===== config.mk =====
export PLATFORM = sky130hd
export DESIGN_NAME = id_hazard_ctrl
export DESIGN_NICKNAME = d
export VERILOG_FILES = /design/src/rtl/id_hazard_ctrl_pkg.sv /design/src/rtl/id_hazard_ctrl_hazard_match.sv /design/src/rtl/id_hazard_ctrl.sv
export SDC_FILE = /design/constraint.sdc
export NUM_CORES = 1
export LEC_CHECK = 0
export BUFFER_PORTS_ARGS = -buffer_cell sky130_fd_sc_hd__buf_4
export CAP_MARGIN = 20
export CORE_AREA = 2 2 81 75
export CTS_BUF_LIST = sky130_fd_sc_hd__clkbuf_2 sky130_fd_sc_hd__clkbuf_4 sky130_fd_sc_hd__clkbuf_8
export DETAILED_ROUTE_END_ITERATION = 12
export DIE_AREA = 0 0 83 77
export GPL_TIMING_DRIVEN = 0
export PLACE_DENSITY = 0.8
export SYNTH_ARGS = -nofsm -noshare
export SYNTH_HDL_FRONTEND = slang
export SYNTH_SLANG_ARGS = --single-unit

===== constraint.sdc =====
create_clock -name clk_i -period 2 [get_ports clk_i]
set_input_delay 0.3 -clock clk_i [delete_from_list [all_inputs] [get_ports clk_i]]
set_output_delay 0.3 -clock clk_i [all_outputs]
set_load 0.02 [all_outputs]

===== src/rtl/id_hazard_ctrl_pkg.sv =====
`default_nettype none
// ============================================================================
// Module      : id_hazard_ctrl_pkg
// Description : Shared types and encodings for the ID-stage hazard controller.
// Revision    : 1.0 - initial release
// ============================================================================
package id_hazard_ctrl_pkg;

    localparam logic [1:0] FWD_REG = 2'b00;
    localparam logic [1:0] FWD_MEM = 2'b01;
    localparam logic [1:0] FWD_WB  = 2'b10;

    typedef enum logic [1:0] {
        RUN = 2'd0,
        LU  = 2'd1,
        BR  = 2'd2
    } cause_e;

    typedef struct packed {
        logic [4:0] dst;
        logic       wr;
        logic       ld;
    } shadow_t;

    localparam shadow_t c_SHADOW_BUBBLE = '{dst: 5'd0, wr: 1'b0, ld: 1'b0};

    // Writes to $zero are dropped here so no downstream match can ever fire on r0.
    function automatic shadow_t make_entry(input logic [4:0] dst,
                                           input logic       wr,
                                           input logic       ld);
        shadow_t e;
        e.dst = dst;
        e.wr  = wr && (dst != 5'd0);
        e.ld  = ld;
        return e;
    endfunction

endpackage : id_hazard_ctrl_pkg
`default_nettype wire


===== src/rtl/id_hazard_ctrl_hazard_match.sv =====
`default_nettype none
// ============================================================================
// Module      : hazard_match
// Description : Per-source comparison of one ID operand against the shadow
//               EX/MEM/WB entries; yields stall requests and a forward select.
// Revision    : 1.0 - initial release
// ============================================================================
module hazard_match
    import id_hazard_ctrl_pkg::*;
(
    input  logic       i_live,
    input  logic [4:0] i_src,
    input  logic       i_is_branch,
    input  shadow_t    i_ex,
    input  shadow_t    i_mem,
    input  shadow_t    i_wb,
    output logic       o_stall_lu,
    output logic       o_stall_br,
    output logic [1:0] o_sel
);

    logic w_hit_ex;
    logic w_hit_mem;
    logic w_hit_wb;
    logic w_unused_wb_ld;

    assign w_unused_wb_ld = i_wb.ld;

    always_comb begin
        w_hit_ex   = i_live && i_ex.wr  && (i_ex.dst  == i_src);
        w_hit_mem  = i_live && i_mem.wr && (i_mem.dst == i_src);
        w_hit_wb   = i_live && i_wb.wr  && (i_wb.dst  == i_src);

        o_stall_lu = w_hit_ex && i_ex.ld;
        // Branches compare in ID, so they also wait on ALU results in EX
        // and on load data still in MEM.
        o_stall_br = i_is_branch && (w_hit_ex || (w_hit_mem && i_mem.ld));

        o_sel = FWD_REG;
        if (w_hit_mem && !i_mem.ld) begin
            o_sel = FWD_MEM;
        end else if (w_hit_wb) begin
            o_sel = FWD_WB;
        end
    end

endmodule : hazard_match
`default_nettype wire


===== src/rtl/id_hazard_ctrl.sv =====
`default_nettype none
// ============================================================================
// Module      : id_hazard_ctrl
// Description : ID-stage hazard controller: stall/bubble, IF/ID flush, ID
//               forwarding selects, debug cause FSM and perf counters.
// Revision    : 1.0 - initial release
// ============================================================================
module id_hazard_ctrl
    import id_hazard_ctrl_pkg::*;
#(
    parameter int CNT_W = 16
) (
    input  logic             clk_i,
    input  logic             rst_i,
    input  logic             id_valid_i,
    input  logic [4:0]       id_rs_i,
    input  logic [4:0]       id_rt_i,
    input  logic             id_use_rs_i,
    input  logic             id_use_rt_i,
    input  logic             id_is_branch_i,
    input  logic [4:0]       id_dst_i,
    input  logic             id_reg_write_i,
    input  logic             id_mem_read_i,
    input  logic             branch_taken_i,
    output logic             stall_o,
    output logic             bubble_o,
    output logic             flush_ifid_o,
    output logic [1:0]       fwd_rs_sel_o,
    output logic [1:0]       fwd_rt_sel_o,
    output logic [CNT_W-1:0] stall_cnt_o,
    output logic [CNT_W-1:0] flush_cnt_o
);

    shadow_t          r_ex;
    shadow_t          r_mem;
    shadow_t          r_wb;
    cause_e           r_cause;
    cause_e           w_cause_nxt;
    logic [CNT_W-1:0] r_stall_cnt;
    logic [CNT_W-1:0] r_flush_cnt;

    logic w_lu_rs, w_br_rs, w_lu_rt, w_br_rt;
    logic w_stall_lu;
    logic w_stall;
    logic w_issue;
    logic w_flush;

    hazard_match u_match_rs (
        .i_live      (id_valid_i && id_use_rs_i),
        .i_src       (id_rs_i),
        .i_is_branch (id_is_branch_i),
        .i_ex        (r_ex),
        .i_mem       (r_mem),
        .i_wb        (r_wb),
        .o_stall_lu  (w_lu_rs),
        .o_stall_br  (w_br_rs),
        .o_sel       (fwd_rs_sel_o)
    );

    hazard_match u_match_rt (
        .i_live      (id_valid_i && id_use_rt_i),
        .i_src       (id_rt_i),
        .i_is_branch (id_is_branch_i),
        .i_ex        (r_ex),
        .i_mem       (r_mem),
        .i_wb        (r_wb),
        .o_stall_lu  (w_lu_rt),
        .o_stall_br  (w_br_rt),
        .o_sel       (fwd_rt_sel_o)
    );

    assign w_stall_lu   = w_lu_rs || w_lu_rt;
    assign w_stall      = w_stall_lu || w_br_rs || w_br_rt;
    assign w_issue      = id_valid_i && !w_stall;
    assign w_flush      = w_issue && id_is_branch_i && branch_taken_i;

    assign stall_o      = w_stall;
    assign bubble_o     = w_stall;
    assign flush_ifid_o = w_flush;
    assign stall_cnt_o  = r_stall_cnt;
    assign flush_cnt_o  = r_flush_cnt;

    always_ff @(posedge clk_i or posedge rst_i) begin
        if (rst_i) begin
            r_ex  <= c_SHADOW_BUBBLE;
            r_mem <= c_SHADOW_BUBBLE;
            r_wb  <= c_SHADOW_BUBBLE;
        end else begin
            r_wb  <= r_mem;
            r_mem <= r_ex;
            r_ex  <= w_issue ? make_entry(id_dst_i, id_reg_write_i, id_mem_read_i)
                             : c_SHADOW_BUBBLE;
        end
    end

    always_ff @(posedge clk_i or posedge rst_i) begin
        if (rst_i) begin
            r_stall_cnt <= '0;
            r_flush_cnt <= '0;
        end else begin
            if (w_stall && (r_stall_cnt != {CNT_W{1'b1}})) begin
                r_stall_cnt <= r_stall_cnt + 1'b1;
            end
            if (w_flush && (r_flush_cnt != {CNT_W{1'b1}})) begin
                r_flush_cnt <= r_flush_cnt + 1'b1;
            end
        end
    end

    // Debug-only stall cause tracker; load-use takes precedence over branch.
    always_ff @(posedge clk_i or posedge rst_i) begin
        if (rst_i) begin
            r_cause <= RUN;
        end else begin
            r_cause <= w_cause_nxt;
        end
    end

    always_comb begin
        w_cause_nxt = r_cause;
        case (r_cause)
            RUN, LU, BR: begin
                if (!w_stall) begin
                    w_cause_nxt = RUN;
                end else if (w_stall_lu) begin
                    w_cause_nxt = LU;
                end else begin
                    w_cause_nxt = BR;
                end
            end
            default: w_cause_nxt = RUN;
        endcase
    end

endmodule : id_hazard_ctrl
`default_nettype wire


==> reports/results.tsv, run 1 <==
stage	metric	value	unit
die	die_w	83	um
sta	worst_pin_slew	528.9	ps
placed_design	port_buffers	62	
power_and_ir_drop	power_density	650.9	nW/um2
finish	layout-drive-gt1-share	42.41	%
clock_tree	cts.path.max_buffers	2	
synth	synth_area_per_cell	11.04	um2
clock_tree	cts_tree	done	
sta	fmax	413.8	MHz
setup_path	startpoint_type	register	
power_and_ir_drop	peakVddDrop	0.6741	mV
drt	wl_per_cell	17.63	um
synth	syn_nets	262	
finish	antenna_cells	0	
power_and_ir_drop	p_switching	716.8	uW
hold_path	hold_path.class	in -> async	
sta	layout_min_cycle_time	2417	ps
synth	synth_cells	236	
setup_path	end_kind	primary output	
synth	ys_seq_elements	52	
setup_path	crit_start	r_ex[6]	
die	die_area	6391	um2
sta	drv_slew	0	
sta	rsz0062_at_grt	yes	
die	num_io_pins	63	
drt	drt_iter0_drc	129	
clock_tree	clk_transition_reported_paths	100	ps
drt	via_per_inst	5.539	
sta	finClkSkew	10.57	ps
sta	hold_viol	0	
sta	finalCritPeriodShare	120.8	%
drt	drt-pass1-iter-count	4	
power_and_ir_drop	p_leak	0.001836	uW
power_and_ir_drop	p_seq_share	50.3	%
global_routing	grt_use_total	21.20	%
synth	async_flop_share	100.0	%
setup_path	r2r_cells	8	
power_and_ir_drop	p_clk_share	30.2	%
clock_tree	cts_root_buffer	clkbuf_8	
clock_tree	clk_latency	310	ps
placed_design	routabilityCongestion	0.8702	
die	std_cell_rows	26	
setup_path	r2r-start	r_ex[6]	
finish	nNetsFinal	341	
setup_path	crit_required	1700	ps
setup_path	crit_fanout	3	
run_status	violations	setup timing	
synth	yosysSeqAreaShare	49.93	%
run_status	outcome	finished with violations	
setup_path	crit_type	reg -> out	
global_routing	grt_pass1_wl	10950	um
die	start_util	46.85	%
die	core_area	5563	um2
drt	drtAntennaViolNets	0	
global_routing	antenna_found_initial	0	
drt	drc_errors	0	
clock_tree	clkSinkCount	52	
sta	relSlewSlack	64.41	%
power_and_ir_drop	internal_power	1749	uW
synth	synth_warnings	0	
synth	synth_ff_type	dfrtp_1	
global_routing	grt_max_degree	33	
drt	drt-total-wl	6806	um
global_routing	grt-ovfl-total	0	
finish	fillerInstances	406	
power_and_ir_drop	sw_frac_of_total	29.07	%
setup_path	cp.arrival	2120	ps
power_and_ir_drop	power_frac_comb	19.5	%
clock_tree	numCtsBuffers	5	
sta	setup-violations-final	36	
placed_design	dp.final_hpwl	4435	um
global_routing	grt_pass1_vias	2248	
finish	area_growth	45.32	%
synth	synth_cell_types	33	
synth	synth_edf_count	0	
placed_design	dpl-instance-area	3206	um2
finish	stdcell_area	3787	um2
finish	utilization	68.08	%
clock_tree	htreeDepth	2	
synth	syn-cell-area	2606	um2
sta	finalSetupTns	-6250	ps
sta	fin_ws	-416.5	ps
job	drv_cap	0	
drt	num_vias	2138	
die	dieHeight	77	um
power by group through the flow:
stage               Clock (uW)  Sequential, uW  Combinational (uW)
floorplan                    0            1290                 163
global placement             0            1240                 398
detailed placement           0            1240                 411
CTS                        754            1230                 450
global route               804            1260                 512
finish                     744            1240                 480
logic make-up after synthesis:
family	share of synthesized area, %
and+or+nand+nor	23.19
xor gates and xnor gates	20.16
muxes	0.8641
buffers and inverters	2.304
AOI/OAI and AO/OA	2.593
DFF	49.93
adders and majority gates	0.9600
critical path, cell delays in order, from the launching register on:
cell,delay (ps)
dfrtp_1,400
xor2_1,170
or4_4,520
nor4_4,200
a2111oi_4,100
clkbuf_8,170
inv_4,50
buf_4,100
buf_6,100
Yosys cell counts, drive strengths merged (3+ instances only):
master,instances,area (um2)
nand4,18,112.6
buf,4,37.53
nand2,14,52.55
xnor2,36,315.3
nand3,16,80.08
dfrtp,52,1301
nor4b,3,38.79
nor3,8,45.04
nor4,4,40.04
clkbuf,3,11.26
and3,13,81.33
and4,4,35.03
inv,3,11.26
xor2,24,210.2
nor2,17,63.81
cells in the final DEF (no fill, tap or decap), types with 2 or more instances in the layout:
cell type / netlist / final
dfrtp_1: 52 / 52
nor4b_4: 0 / 3
nand3_4: 0 / 2
xnor2_2: 0 / 8
nand2_1: 14 / 6
nor3_4: 0 / 4
nor4_1: 3 / 3
ha_1: 2 / 2
nor3_2: 1 / 2
nor2_4: 0 / 7
and2_1: 2 / 2
nor2_1: 17 / 8
nand2_2: 0 / 3
nor3_1: 7 / 2
buf_4: 2 / 65
nand3_1: 16 / 12
buf_12: 0 / 6
mux2_4: 0 / 2
and3_1: 13 / 13
nand4_1: 18 / 18
nor2_2: 0 / 2
nand2_4: 0 / 4
clkbuf_8: 0 / 6
buf_6: 2 / 5
and4_1: 4 / 4
nand3_2: 0 / 2
xnor2_1: 36 / 28
xor2_1: 24 / 24
what timing repair did:
action | 4_1_cts | 5_1_grt
hold buffers | 0 | 0
resized for setup | 61 | 22
setup endpoints to repair | 31 | 44
cloned | 3 | 0
pin swaps | 31 | 15
setup buffers | 8 | 3
area by class of cell:
class                      count  area, um2  share of cell area (%)
buffer                         5      65.06                   1.718
clock buffer                   5      68.82                   1.817
clock inverter                 3      46.29                   1.222
inverter                       3      13.76                  0.3634
multi-input combinational    174       1560                   41.20
sequential                    52       1301                   34.36
tap                           70      87.58                   2.313
timing repair buffer          74      644.4                   17.01
per-stage QoR:
| step | cells | setup slack, ps | total power (uW) | hold slack (ps) |
|---|---|---|---|---|
| 6_report | 386 | -416.5 | 2465 | 8.403 |
| 5_1_grt | 386 | -505.6 | 2572 | 27.04 |
| 4_1_cts | 386 | -421.7 | 2433 | 19.62 |
| 3_5_place_dp | 369 | -256.5 | 1656 | 357.9 |
| 3_3_place_gp | 368 | -277.4 | 1636 | 351.9 |
| 2_1_floorplan | 236 | -49.45 | 1457 | 347.8 |
sequential cells by signal (all words and copies together), names as in the netlist:
register / cells
stall_cnt_o: 16
r_mem: 7
r_ex: 7
flush_cnt_o: 16
r_wb: 6
path summary, 6_finish.rpt:
path	end	slack, ps
worst max-delay path	stall_o	-420
worst min-delay path	r_wb[4]	8
worst max register to register	stall_cnt_o[1]	-300
worst min register to register	r_mem[0]	390
max in group asynchronous	flush_cnt_o[6]	1460
min in group clk_i	r_ex[0]	230
per-layer routing:
layer / vias up / wire length (um) / track usage, % / share of wire [%]
met1: 1083 / 2753 / 25.17 / 40
met2: 59 / 3661 / 37.74 / 54
met5: - / 0 / 0 / 0
met4: 0 / 67 / 6.557 / 0.98
li1: 988 / - / - / -
met3: 8 / 324 / 5.382 / 4.8
No activity file was read; power rests on OpenSTA's default activity.
==> run 2: changes to the inputs <==
--- a/config.mk
+++ b/config.mk
@@ -7,12 +7,12 @@
 export LEC_CHECK = 0
 export BUFFER_PORTS_ARGS = -buffer_cell sky130_fd_sc_hd__buf_4
 export CAP_MARGIN = 20
-export CORE_AREA = 2 2 81 75
+export CORE_AREA = 4 4 83 77
 export CTS_BUF_LIST = sky130_fd_sc_hd__clkbuf_2 sky130_fd_sc_hd__clkbuf_4 sky130_fd_sc_hd__clkbuf_8
 export DETAILED_ROUTE_END_ITERATION = 12
-export DIE_AREA = 0 0 83 77
+export DIE_AREA = 0 0 87 81
 export GPL_TIMING_DRIVEN = 0
-export PLACE_DENSITY = 0.8
+export PLACE_DENSITY = 0.79
 export SYNTH_ARGS = -nofsm -noshare
 export SYNTH_HDL_FRONTEND = slang
 export SYNTH_SLANG_ARGS = --single-unit
==> reports/results.tsv, run 2 (same netlist as run 1, synthesis figures left out) <==
stage	metric	value	unit
setup_path	crit_type	reg -> out	
drt	wl_per_cell	17.77	um
placed_design	dp.final_hpwl	4475	um
global_routing	grt_use_total	20.26	%
setup_path	crit_required	1700	ps
setup_path	end_kind	primary output	
finish	fillerInstances	397	
setup_path	cp.arrival	2100	ps
power_and_ir_drop	p_total	2529	uW
drt	drt-pass1-iter-count	4	
sta	fmax	415.9	MHz
sta	finalCritPeriodShare	120.2	%
clock_tree	cts.path.max_buffers	2	
setup_path	crit_start	r_ex[6]	
global_routing	grt-ovfl-total	0	
power_and_ir_drop	p_leak	0.001839	uW
setup_path	setup.worst_path.end	stall_o	
finish	antenna_cells	0	
clock_tree	cts_root_buffer	clkbuf_8	
global_routing	grt_max_degree	45	
global_routing	grt_pass1_vias	2248	
clock_tree	clkSinkCount	52	
sta	worst_pin_slew	586.5	ps
drt	num_vias	2098	
drt	drc_errors	0	
clock_tree	numCtsBuffers	5	
die	std_cell_rows	26	
power_and_ir_drop	internal_power	1852	uW
placed_design	routabilityCongestion	0.8180	
drt	drtAntennaViolNets	0	
sta	setup-violations-final	35	
finish	nNetsFinal	344	
power_and_ir_drop	power_frac_comb	18.0	%
hold_path	hold_path.class	in -> reg	
placed_design	dp_slack	-266.5	ps
drt	drt-total-wl	6896	um
power_and_ir_drop	p_seq_share	48.6	%
setup_path	r2r_setup_slack	-300	ps
die	core_area	5563	um2
sta	hold_viol	0	
sta	hold_ws	233.3	ps
setup_path	crit_fanout	3	
power_and_ir_drop	p_switching	677.0	uW
power_and_ir_drop	sw_frac_of_total	26.77	%
global_routing	grt_pass1_wl	10950	um
drt	drt_iter0_drc	91	
sta	relSlewSlack	60.76	%
clock_tree	htreeDepth	2	
die	die_area	7047	um2
setup_path	r2r-end	flush_cnt_o[1]	
clock_tree	clk_transition_reported_paths	90	ps
setup_path	r2r_cells	9	
sta	drv_slew	0	
setup_path	startpoint_type	register	
clock_tree	clk_latency	310	ps
hold_path	whs_path_depth	2	
clock_tree	cts_tree	done	
job	drv_cap	0	
die	start_util	46.85	%
sta	finalSetupTns	-6870	ps
finish	area_growth	45.94	%
die	dieHeight	81	um
sta	finClkSkew	3.430	ps
die	die_w	87	um
sta	fin_ws	-404.7	ps
setup_path	r2r-start	r_ex[6]	
finish	final_cell_mix	buf_4 (64), dfrtp_1 (52), xnor2_1 (31)	
run_status	outcome	finished with violations	
power_and_ir_drop	p_clk_share	33.3	%
run_status	violations	setup timing	
global_routing	antenna_found_initial	0	
finish	layout_commonest_cell	buf_4	
finish	utilization	68.38	%
sta	rsz0062_at_grt	yes	
finish	layout-drive-gt1-share	40.88	%
drt	via_per_inst	5.407	
sta	layout_min_cycle_time	2405	ps
placed_design	port_buffers	62	
die	num_io_pins	63	
power_and_ir_drop	power_density	664.8	nW/um2
power_and_ir_drop	peakVddDrop	0.7631	mV
-- run 2: changes by cell type in the layout (fill, tap and decap cells not counted), moves of 2 or more --
cell     previous run  this run
xnor2_1            28        31
buf_8               0         2
buf_6               5         7
xnor2_2             8         5
nor2_2              2         0
nand3_4             2         0
-- run 2: what timing repair did --
item / 4_1_cts / 5_1_grt
pin swaps: 30 / 10
endpoints found under the setup margin: 32 / 45
endpoints found under the hold margin: 8 / 0
hold buffers: 1 / 0
gates cloned: 3 / 0
gates resized for setup: 60 / 17
setup buffers: 8 / 3
-- run 2: how the worst min path moves through the flow --
| stage | slack, ps | end | from |
|---|---|---|---|
| floorplan | 350 | r_mem[1] | r_ex[1] |
| global placement | 350 | r_mem[1] | r_ex[1] |
| detailed placement | 240 | r_wb[2] | rst_i |
| CTS | 230 | r_ex[0] | id_mem_read_i |
| global route | 220 | r_ex[0] | id_mem_read_i |
| finish | 230 | r_ex[0] | id_mem_read_i |
-- run 2: per-layer routing --
metal / global-route usage (%) / share of wire, %
met1: 24.33 / 39
met2: 36.27 / 54
met3: 4.868 / 5.5
met4: 5.452 / 1.7
met5: 0 / 0
-- run 2: power by group through the flow --
stage,Combinational [uW],Sequential [uW],Clock [uW]
floorplan,163,1290,0
global placement,398,1240,0
detailed placement,411,1240,0
global route,491,1250,894
CTS,450,1230,842
finish,456,1230,843
-- run 2: worst max-delay path: stages (launching register included) --
cell       delay [ps]
dfrtp_1           410
xor2_1            180
or4_4             530
nor4_4            200
a2111oi_4          70
clkbuf_8          170
inv_6              60
buf_6              80
buf_6             100
-- run 2: final cells by class --
cell class	instances	area, um2	area share [%]
repair buffers	77	680.7	17.89
flip-flops and latches	52	1301	34.21
well taps	70	87.58	2.303
clock inverters	2	60.06	1.579
plain buffers	5	63.81	1.678
multi-input cells	174	1525	40.10
clock buffers	5	68.82	1.809
inverters	3	16.27	0.4276
-- run 2: through the flow --
stage,area [um2],instances
2_1_floorplan,2633,236
3_3_place_gp,3186,368
3_5_place_dp,3206,369
4_1_cts,3727,387
5_1_grt,3804,388
6_report,3804,388
==> run 3: changes to the inputs <==
--- a/config.mk
+++ b/config.mk
@@ -5,14 +5,15 @@
 export SDC_FILE = /design/constraint.sdc
 export NUM_CORES = 1
 export LEC_CHECK = 0
+export ABC_AREA = 1
 export BUFFER_PORTS_ARGS = -buffer_cell sky130_fd_sc_hd__buf_4
 export CAP_MARGIN = 20
-export CORE_AREA = 4 4 83 77
+export CORE_AREA = 4 4 90 84
 export CTS_BUF_LIST = sky130_fd_sc_hd__clkbuf_2 sky130_fd_sc_hd__clkbuf_4 sky130_fd_sc_hd__clkbuf_8
 export DETAILED_ROUTE_END_ITERATION = 12
-export DIE_AREA = 0 0 87 81
+export DIE_AREA = 0 0 94 88
 export GPL_TIMING_DRIVEN = 0
-export PLACE_DENSITY = 0.79
+export PLACE_DENSITY = 0.78
 export SYNTH_ARGS = -nofsm -noshare
 export SYNTH_HDL_FRONTEND = slang
 export SYNTH_SLANG_ARGS = --single-unit
==> reports/results.tsv, run 3 <==
stage	metric	value	unit
placed_design	routabilityCongestion	0.9006	
setup_path	cp_top_family	simple AND/OR/NAND/NOR gates	
run_status	outcome	completed	
job	drv_cap	0	
clock_tree	cts_root_buffer	clkbuf_8	
finish	seqCellArea	1303	um2
synth	synth_commonest_cells	nand2_1 (140), inv_1 (55), dfrtp_1 (52), nand3_1 (44), nor2_1 (41)	
sta	fmax	514.9	MHz
synth	synth_area_per_cell	7.412	um2
setup_path	cp.arrival	1640	ps
sta	hold_viol	0	
setup_path	crit_type	reg -> out	
drt	drt-pass1-iter-count	4	
setup_path	worst-path-buf-inv	2	
synth	ys_seq_elements	52	
sta	layout_min_cycle_time	1942	ps
finish	instances_no_fill	587	
setup_path	worstPathCellList	inv_1, nand2_1, nand2_1, nor2_1, nand3_2, nand2_2, nand2_4, nand3_4, nor2_8, buf_6	
sta	worst_pin_slew	332.1	ps
placed_design	dp.final_hpwl	5726	um
power_and_ir_drop	internal_power	1615	uW
clock_tree	clk_latency	300	ps
clock_tree	clkSinkCount	52	
die	dieHeight	88	um
sta	relSlewSlack	77.66	%
synth	syn-cell-area	3105	um2
clock_tree	numCtsBuffers	5	
finish	nNetsFinal	523	
synth	synth_cell_types	30	
synth	yosysSeqAreaShare	41.90	%
sta	finalCritPeriodShare	97.10	%
finish	antenna_cells	0	
global_routing	grt_pass1_wl	12360	um
die	core_area	6516	um2
finish	area_growth	25.18	%
sta	fin_ws	58.04	ps
setup_path	slowest_delay	400	ps
power_and_ir_drop	p_clk_share	24.7	%
sta	setup-violations-final	0	
power_and_ir_drop	power_density	601.1	nW/um2
finish	fillerInstances	616	
global_routing	grt_max_degree	43	
finish	multi_input_area	1567	um2
global_routing	grt-ovfl-total	0	
global_routing	antenna_found_initial	0	
synth	yosys.area.top_type_share	41.90	%
die	std_cell_rows	28	
drt	wl_per_cell	12.70	um
finish	layout-drive-gt1-share	21.93	%
clock_tree	cts.path.max_buffers	2	
clock_tree	clk_transition_reported_paths	90	ps
placed_design	dp_slack	78.91	ps
finish	final_cell_mix	nand2_1 (138), buf_4 (69), inv_1 (53)	
global_routing	grt_use_total	18.81	%
synth	synth_cells	419	
synth	syn_nets	445	
setup_path	slowest_stage	dfrtp_1	
setup_path	startpoint_type	register	
power_and_ir_drop	p_total	2337	uW
power_and_ir_drop	power_frac_comb	23.1	%
synth	async_flop_share	100.0	%
setup_path	crit_required	1700	ps
setup_path	end_kind	primary output	
synth	synth.most_common_cell	nand2_1	
drt	drtAntennaViolNets	0	
hold_path	hold_path.class	in -> reg	
die	num_io_pins	63	
synth	synth_top_cells_by_area	dfrtp_1 (42%), nand2_1 (17%), nand3_1 (7.1%), inv_1 (6.6%), xor2_1 (5.4%)	
placed_design	dp_cells	572	
power_and_ir_drop	sw_frac_of_total	30.90	%
die	die_w	94	um
setup_path	cpMostUsedCell	nand2_1	
drt	num_vias	2886	
die	start_util	47.66	%
power_and_ir_drop	p_seq_share	52.2	%
power_and_ir_drop	p_switching	722.0	uW
setup_path	crit_fanout	4	
synth	synth_edf_count	0	
clock_tree	cts_tree	done	
synth	synth_warnings	0	
drt	via_per_inst	4.917	
clock_tree	htreeDepth	2	
synth	yosys.area.top_type	dfrtp_1	
power_and_ir_drop	p_leak	0.002049	uW
sta	finClkSkew	3.536	ps
die	die_area	8272	um2
power_and_ir_drop	peakVddDrop	0.4904	mV
global_routing	grt_pass1_vias	2676	
drt	drc_errors	0	
synth	synth_ff_type	dfrtp_1	
drt	drt-total-wl	7456	um
sta	drv_slew	0	
placed_design	port_buffers	62	
drt	drt_iter0_drc	147	
finish	layout_commonest_cell	nand2_1	
-- run 3: final timing paths --
check                                  from               to  slack (ps)  cells past startpoint
worst max-delay path               r_mem[6]     flush_ifid_o          60                     10
worst min-delay path            id_dst_i[0]          r_ex[2]         220                      3
worst max register to register     r_mem[6]   flush_cnt_o[6]          90                     14
worst min register to register      r_ex[0]         r_mem[0]         380                      0
max in group asynchronous             rst_i   stall_cnt_o[0]        1010                      4
min in group asynchronous             rst_i  stall_cnt_o[14]         490                      3
-- run 3: final cells by class --
type / count / share of cell area (%)
multi-input combinational: 304 / 40.30
sequential: 52 / 33.50
tap: 90 / 2.897
timing repair buffer: 73 / 14.68
inverter: 58 / 5.729
buffer: 3 / 0.8046
clock inverter: 1 / 0.1287
clock buffer: 6 / 1.963
-- run 3: stage by stage --
| step | setup TNS, ps | area [um2] | utilization [%] | hold WS, ps |
|---|---|---|---|---|
| after floorplan | 0 | 3105 | - | 346.8 |
| after CTS | 0 | 3814 | 58.53 | 211.7 |
| after detailed placement | 0 | 3704 | 56.84 | 261.7 |
| after global placement | -14250 | 3684 | 56.53 | 349.0 |
| after global routing | -105.6 | 3887 | 59.66 | 209.5 |
| final | 0 | 3887 | 59.66 | 218.5 |
-- run 3: worst min-delay path: stages --
cell and delay [ps]:
buf_4 110, inv_1 40, nor2_1 40
-- run 3: what timing repair did --
action                                  CTS  global route
resized for setup                         2            11
hold buffers                              1             0
buffers inserted                          3             6
hold endpoints to repair                 10             0
pin swaps                                 2            10
gates cloned                              0             0
endpoints found under the setup margin    1            14
-- run 3: power groups by stage --
stage	Sequential, uW	Clock, uW	Combinational (uW)
after floorplan	1300	0	228
after global placement	1250	0	480
after detailed placement	1250	0	498
after CTS	1230	591	503
after global routing	1230	640	608
final	1220	577	540
-- run 3: per-layer routing --
metal	part of all wire [%]	vias up	global-route usage [%]
met2	46	86	30.37
li1	-	1452	-
met4	1.8	0	5.118
met5	0	-	0
met3	5.6	12	4.038
met1	47	1336	25.80
-- run 3: kinds of logic (layout without fill, tap and decap cells) --
group           count (synthesis)  after routing  share of synthesized area, %
xor+xnor                       31             31                         8.743
simple gates                  260            260                         37.63
compound gates                 11             11                         2.135
fa+ha+maj                       2              2                        0.8057
flops                          52             52                         41.90
buf+inv                        63            141                         8.783
